--- config.mk ---
export PLATFORM = sky130hd
export DESIGN_NAME = tausworth_urgn_mc
export DESIGN_NICKNAME = d
export VERILOG_FILES = /design/src/rtl/tausworth_urgn_mc.sv
export SDC_FILE = /design/constraint.sdc
export NUM_CORES = 1
export LEC_CHECK = 0
export ABC_AREA = 1
export BUFFER_PORTS_ARGS = -buffer_cell sky130_fd_sc_hd__buf_4
export CELL_PAD_IN_SITES_DETAIL_PLACEMENT = 1
export CELL_PAD_IN_SITES_GLOBAL_PLACEMENT = 1
export CORE_ASPECT_RATIO = 0.7
export CORE_MARGIN = 3
export CORE_UTILIZATION = 40
export DETAILED_ROUTE_END_ITERATION = 16
export GPL_TIMING_DRIVEN = 0
export HOLD_SLACK_MARGIN = 0.1
export PLACE_DENSITY = 0.84
export SYNTH_ARGS = -nofsm -noshare
export SYNTH_HDL_FRONTEND = slang
export SYNTH_SLANG_ARGS = --single-unit
--- constraint.sdc ---
create_clock -name clk -period 1.36 [get_ports clk]
set_input_delay 0.136 -clock clk [delete_from_list [all_inputs] [get_ports clk]]
set_output_delay 0.136 -clock clk [all_outputs]
set_load 0.03 [all_outputs]
--- src/rtl/tausworth_urgn_mc.sv ---
// Multi-channel three-component Tausworthe (taus88) uniform generator with a one-entry valid/ready output register.
// Optional seed validation is enabled by defining URGN_SEED_CHECK_EN.
module tausworth_urgn_lane #(
  parameter logic [31:0] P0 = 32'hFFFFFFFF,
  parameter logic [31:0] P1 = 32'hCCCCCCCD,
  parameter logic [31:0] P2 = 32'h00FF00FF,
  parameter int          K  = 0
) (
  input  logic        clk,
  input  logic        reset,
  input  logic        adv,
  input  logic        wr,
  input  logic [1:0]  sel,
  input  logic [31:0] data,
  output logic [31:0] word
);
  // Golden-ratio stride decorrelates the per-channel reset seeds.
  localparam logic [31:0] KMUL = 32'(K) * 32'h9E3779B9;

  logic [31:0] s0, s1, s2;
  logic [31:0] b0, b1, b2;

  assign b0   = ((s0 << 13) ^ s0) >> 19;
  assign b1   = ((s1 << 2)  ^ s1) >> 25;
  assign b2   = ((s2 << 3)  ^ s2) >> 11;
  assign word = s0 ^ s1 ^ s2;

  always_ff @(posedge clk) begin
    if (reset) begin
      s0 <= (P0 ^ KMUL) | 32'h2;
      s1 <= (P1 ^ KMUL) | 32'h8;
      s2 <= (P2 ^ KMUL) | 32'h10;
    end else if (wr) begin
      case (sel)
        2'd0:    s0 <= data;
        2'd1:    s1 <= data;
        2'd2:    s2 <= data;
        default: ;
      endcase
    end else if (adv) begin
      s0 <= ((s0 & 32'hFFFFFFFE) << 12) ^ b0;
      s1 <= ((s1 & 32'hFFFFFFF8) << 4)  ^ b1;
      s2 <= ((s2 & 32'hFFFFFFF0) << 17) ^ b2;
    end
  end
endmodule

module tausworth_urgn_mc #(
  parameter int          NCH   = 4,
  parameter int          OUT_W = 32,
  parameter logic [31:0] P0    = 32'hFFFFFFFF,
  parameter logic [31:0] P1    = 32'hCCCCCCCD,
  parameter logic [31:0] P2    = 32'h00FF00FF
) (
  input  logic                 clk,
  input  logic                 reset,
  input  logic                 enable,
  output logic                 out_valid,
  input  logic                 out_ready,
  output logic [NCH*OUT_W-1:0] out_data,
  input  logic                 seed_wr,
  input  logic [3:0]           seed_ch,
  input  logic [1:0]           seed_sel,
  input  logic [31:0]          seed_data,
  output logic                 seed_err,
  output logic [31:0]          sample_cnt
);
  logic                        load, accept, addr_ok, bad, wr_ok;
  logic [NCH-1:0][31:0]        word;
  logic [NCH-1:0][OUT_W-1:0]   nxt;

  // A seed write stalls the whole generator for that cycle.
  assign load    = enable && !seed_wr && (!out_valid || out_ready);
  assign accept  = out_valid && out_ready;
  assign addr_ok = seed_wr && (32'(seed_ch) < NCH) && (seed_sel != 2'd3);

`ifdef URGN_SEED_CHECK_EN
  // Values below these bounds collapse the component into a degenerate cycle.
  assign bad = (seed_sel == 2'd0 && seed_data <= 32'd1) ||
               (seed_sel == 2'd1 && seed_data <= 32'd7) ||
               (seed_sel == 2'd2 && seed_data <= 32'd15);

  always_ff @(posedge clk) begin
    if (reset) seed_err <= 1'b0;
    else       seed_err <= addr_ok && bad;
  end
`else
  assign bad      = 1'b0;
  assign seed_err = 1'b0;
`endif

  assign wr_ok = addr_ok && !bad;

  for (genvar g = 0; g < NCH; g++) begin : g_ch
    tausworth_urgn_lane #(.P0(P0), .P1(P1), .P2(P2), .K(g)) u_lane (
      .clk   (clk),
      .reset (reset),
      .adv   (load),
      .wr    (wr_ok && seed_ch == 4'(g)),
      .sel   (seed_sel),
      .data  (seed_data),
      .word  (word[g])
    );
    assign nxt[g] = word[g][31 -: OUT_W];
  end

  always_ff @(posedge clk) begin
    if (reset) begin
      out_valid  <= 1'b0;
      out_data   <= '0;
      sample_cnt <= '0;
    end else begin
      if (load) begin
        out_data  <= nxt;
        out_valid <= 1'b1;
      end else if (accept) begin
        out_valid <= 1'b0;
      end
      if (accept) sample_cnt <= sample_cnt + 32'd1;
    end
  end
endmodule
==> flow_metrics.env <==
export IMPL_max_freq_ghz=0.5745
export IMPL_max_slew_margin_rel_pct=35.51
export IMPL_path_cells="inv_2, nor2_4, nor2_4, buf_12, inv_16, buf_12, clkbuf_16, buf_12, nand3_1, nand2_1, nor2_1"
export IMPL_start_kind="flip-flop"
export IMPL_drt_antenna_violating_nets=0
export IMPL_placed_cells=5025
export IMPL_setup_viol=564
export IMPL_status="finished with violations"
export IMPL_max_cap_viol_count=0
export IMPL_floorplan_initialDensity_pct=40.92
export IMPL_synthDistinctLibCells=30
export IMPL_dp_final_hpwl_um=98760
export IMPL_grt_setup_unrepaired="yes"
export IMPL_drc=0
export IMPL_reg2reg_depth=11
export IMPL_synth_most_common_cell="nand2_1"
export IMPL_wl_met2_um=56120
export IMPL_dr_pass1_iters=6
export IMPL_syn2layout_area_growth_pct=25.93
export IMPL_core_mm2=0.06721
export IMPL_clock_latency_ns=0.67
export IMPL_grt_max_degree=15
export IMPL_cts_buffers=57
export IMPL_gr_total_overflow=0
export IMPL_drt_wl_total_um=139600
export IMPL_path_class="flip-flop to flip-flop"
export IMPL_layout_drive_gt1_share_pct=15.09
export IMPL_nets=4317
export IMPL_reg2reg_slack_ns=-0.38
export IMPL_highest_layer="met5"
export IMPL_crit_slowest_cell="dfxtp_4"
export IMPL_ys_seq_area_share_pct=39.67
export IMPL_yosys_area_top_type="dfxtp_1"
export IMPL_synth_top_area_share_pct=39.67
export IMPL_syn_avg_cell_area_um2=6.995
export IMPL_worst_slew_pin_slew_ns=0.9673
export IMPL_path_common_cell="buf_12"
export IMPL_clock_sinks=545
export IMPL_min_path_type="input pin to flip-flop"
export IMPL_synth_cells=3932
export IMPL_cpPeakStageDelay_ns=0.36
export IMPL_die_w_um=319.4
export IMPL_timing_rr_end="g_ch[0].u_lane.s1[1]$_SDFFE_PP0P_"
export IMPL_grt_pass1_vias=29785
export IMPL_met3_length_um=19630
export IMPL_vdd_drop_max_mv=1.176
export IMPL_arrival_ns=2.28
export IMPL_syn_nets=3976
export IMPL_whs_endpoint="sample_cnt[0]$_SDFFE_PP0P_"
export IMPL_cts_hold_buf=33
export IMPL_die_area_mm2=0.07200
export IMPL_holdCritStartpoint="out_ready"
export IMPL_async_flop_share_pct=0
export IMPL_synth_area_mm2=0.02751
export IMPL_fillerInstances=8453
export IMPL_p_leak_uw=0.01552
export IMPL_ys_warn_count=0
export IMPL_violations="negative hold slack, negative setup slack"
export IMPL_power_density_mw_per_mm2=1307
export IMPL_ys_top_cells_by_area="dfxtp_1 (40%), nand2_1 (12%), nand3_1 (11%)"
export IMPL_timing_final_ws_setup_ns=-0.3806
export IMPL_hold_worst_slack_ns=-0.05718
export IMPL_final_area_mm2=0.03464
export IMPL_grt_pass1_wl_um=196800
export IMPL_ctsRootBufferMaster="clkbuf_16"
export IMPL_cts_tree="yes"
export IMPL_io_pins=205
export IMPL_synthTopCellsByCount="nand2_1 (853), nand3_1 (624), dfxtp_1 (545), nor2_1 (410), o21ai_0 (360)"
export IMPL_period_share_pct=128.0
export IMPL_rows=79
export IMPL_antenna_found_initial=9
export IMPL_path_clk_slew_ns=0.07
export IMPL_crit_required_ns=1.90
export IMPL_finalHoldViolCount=2
export IMPL_place_congestion=1.054
export IMPL_finalMaxSlewViolations=0
export IMPL_met1_length_um=56300
export IMPL_placed_cell_area_mm2=0.03039
export IMPL_via_count=30937
export IMPL_drtIter0Drc=4326
export IMPL_path_buf_inv=6
export IMPL_cp_max_fo=10
export IMPL_period_needed_ns=1.741
export IMPL_numPortBuffers=202
export IMPL_clk_path_buf_depth=3
export IMPL_holdPathStages=4
export IMPL_synth_flop_cell="dfxtp_1"
export IMPL_synth_seq_cells=545
export IMPL_post_place_ws_ns=-1.783
export IMPL_r2r_start="out_valid$_SDFFE_PP0P_"
export IMPL_skew_ns=0.02698
export IMPL_htreeDepth=2
export IMPL_wl_per_cell_um=26.77
export IMPL_stdcell_count=5215
export IMPL_crit_family="buffers and inverters"
export IMPL_cp_end_kind="flip-flop"
export IMPL_die_h_um=225.4
export IMPL_synth_edff_count=0
export IMPL_vias_per_cell=5.932
export IMPL_grtUsageTotal_pct=36.49
-- cells by family (layout without fill, tap and decap cells) --
logic type	count (synthesis)	count (layout)	share of synthesized area, %
simple gates	1920	1920	29.40
buf+inv	501	890	7.524
flops	545	545	39.67
xor+xnor	422	422	13.44
other cells	1	4	0.01363
compound gates	542	542	9.908
fa+ha+maj	1	1	0.04548
-- repair_timing --
action                                  CTS  global route
pin swaps                                12            19
buffers inserted                          9            22
endpoints found under the setup margin  564           572
gates cloned                             15             5
resized for setup                       366           105
endpoints found under the hold margin   180             6
-- cells in the final DEF, fill, tap and decap left out, drive strengths merged --
| master | instances |
|---|---|
| o21a | 3 |
| inv | 235 |
| dlygate4sd3 | 33 |
| conb | 1 |
| clkinv | 14 |
| nand2 | 865 |
| buf | 350 |
| clkdlybuf4s15 | 1 |
| dfxtp | 545 |
| nor2 | 416 |
| a21oi | 139 |
| o21bai | 1 |
| clkinvlp | 1 |
| xnor2 | 293 |
| nor3 | 2 |
| o21ai | 397 |
| diode | 3 |
| nand4 | 12 |
| nand3 | 624 |
| ha | 1 |
| clkbuf | 250 |
| xor2 | 129 |
| and2 | 1 |
| a31oi | 2 |
| bufinv | 6 |
-- worst reg2reg max path: stages (launching register included) --
cell and delay (ns):
dfxtp_4 0.36, inv_2 0.05, nor2_4 0.12, nor2_4 0.05, buf_12 0.15, inv_16 0.11, buf_12 0.17, clkbuf_16 0.19
buf_12 0.15, nand3_1 0.12, nand2_1 0.13, nor2_1 0.06
-- per-stage QoR --
step	TNS [ns]	utilization (%)	total power [uW]	hold WS (ns)
global route	-157.14	51.52	46540	-0.06564
global placement	-421.51	45.21	26820	0.4624
CTS	-99.29	50.62	44630	-0.05260
floorplan	-31.71	-	23780	0.3610
detailed placement	-427.51	45.21	27010	0.4718
finish	-131.29	51.53	45290	-0.05718
-- layout make-up --
class,count,area [um2],area share (%)
multi-input combinational,2886,15110,43.63
clock buffer,88,1745,5.039
timing repair buffer,283,2445,7.058
buffer,263,2041,5.892
antenna,3,7.507,0.02167
sequential,545,10960,31.63
inverter,236,948.4,2.738
tap,891,1115,3.219
clock inverter,19,249.0,0.7189
timing repair inverter,1,16.27,0.04696
-- where the power goes --
group / leakage [uW] / internal (uW) / switching [uW]
sequential: 0.00451 / 17100 / 1520
clock: 0.000994 / 9930 / 7340
combinational: 0.0100 / 3640 / 5720
total: 0.0155 / 30700 / 14600
-- worst max path at each step --
stage	from	to	slack [ns]	depth (start not counted)
after floorplan	out_valid$_SDFFE_PP0P_	g_ch[0].u_lane.s1[26]$_SDFFE_PP1P_	-0.08	9
after global placement	seed_wr	out_data[64]$_SDFFE_PP0P_	-1.79	8
after detailed placement	out_valid$_SDFFE_PP0P_	out_data[64]$_SDFFE_PP0P_	-1.78	7
after CTS	out_valid$_SDFFE_PP0P_	g_ch[1].u_lane.s0[18]$_SDFFE_PP0P_	-0.26	11
after global routing	out_valid$_SDFFE_PP0P_	g_ch[0].u_lane.s1[1]$_SDFFE_PP0P_	-0.38	11
final	out_valid$_SDFFE_PP0P_	g_ch[0].u_lane.s1[1]$_SDFFE_PP0P_	-0.38	11
-- flip-flops by register name (all words and copies together) (netlist names) --
register / count
g_ch.u_lane.s0: 128
g_ch.u_lane.s1: 128
g_ch.u_lane.s2: 128
out_data: 128
out_valid: 1
sample_cnt: 32
-- metal layers --
metal,track usage [%],vias up
li1,-,13349
met5,0,-
met2,52.17,2009
met3,12.50,511
met4,15.70,6
met1,49.79,15062
Note: power is estimated with default switching activity, not from simulation.
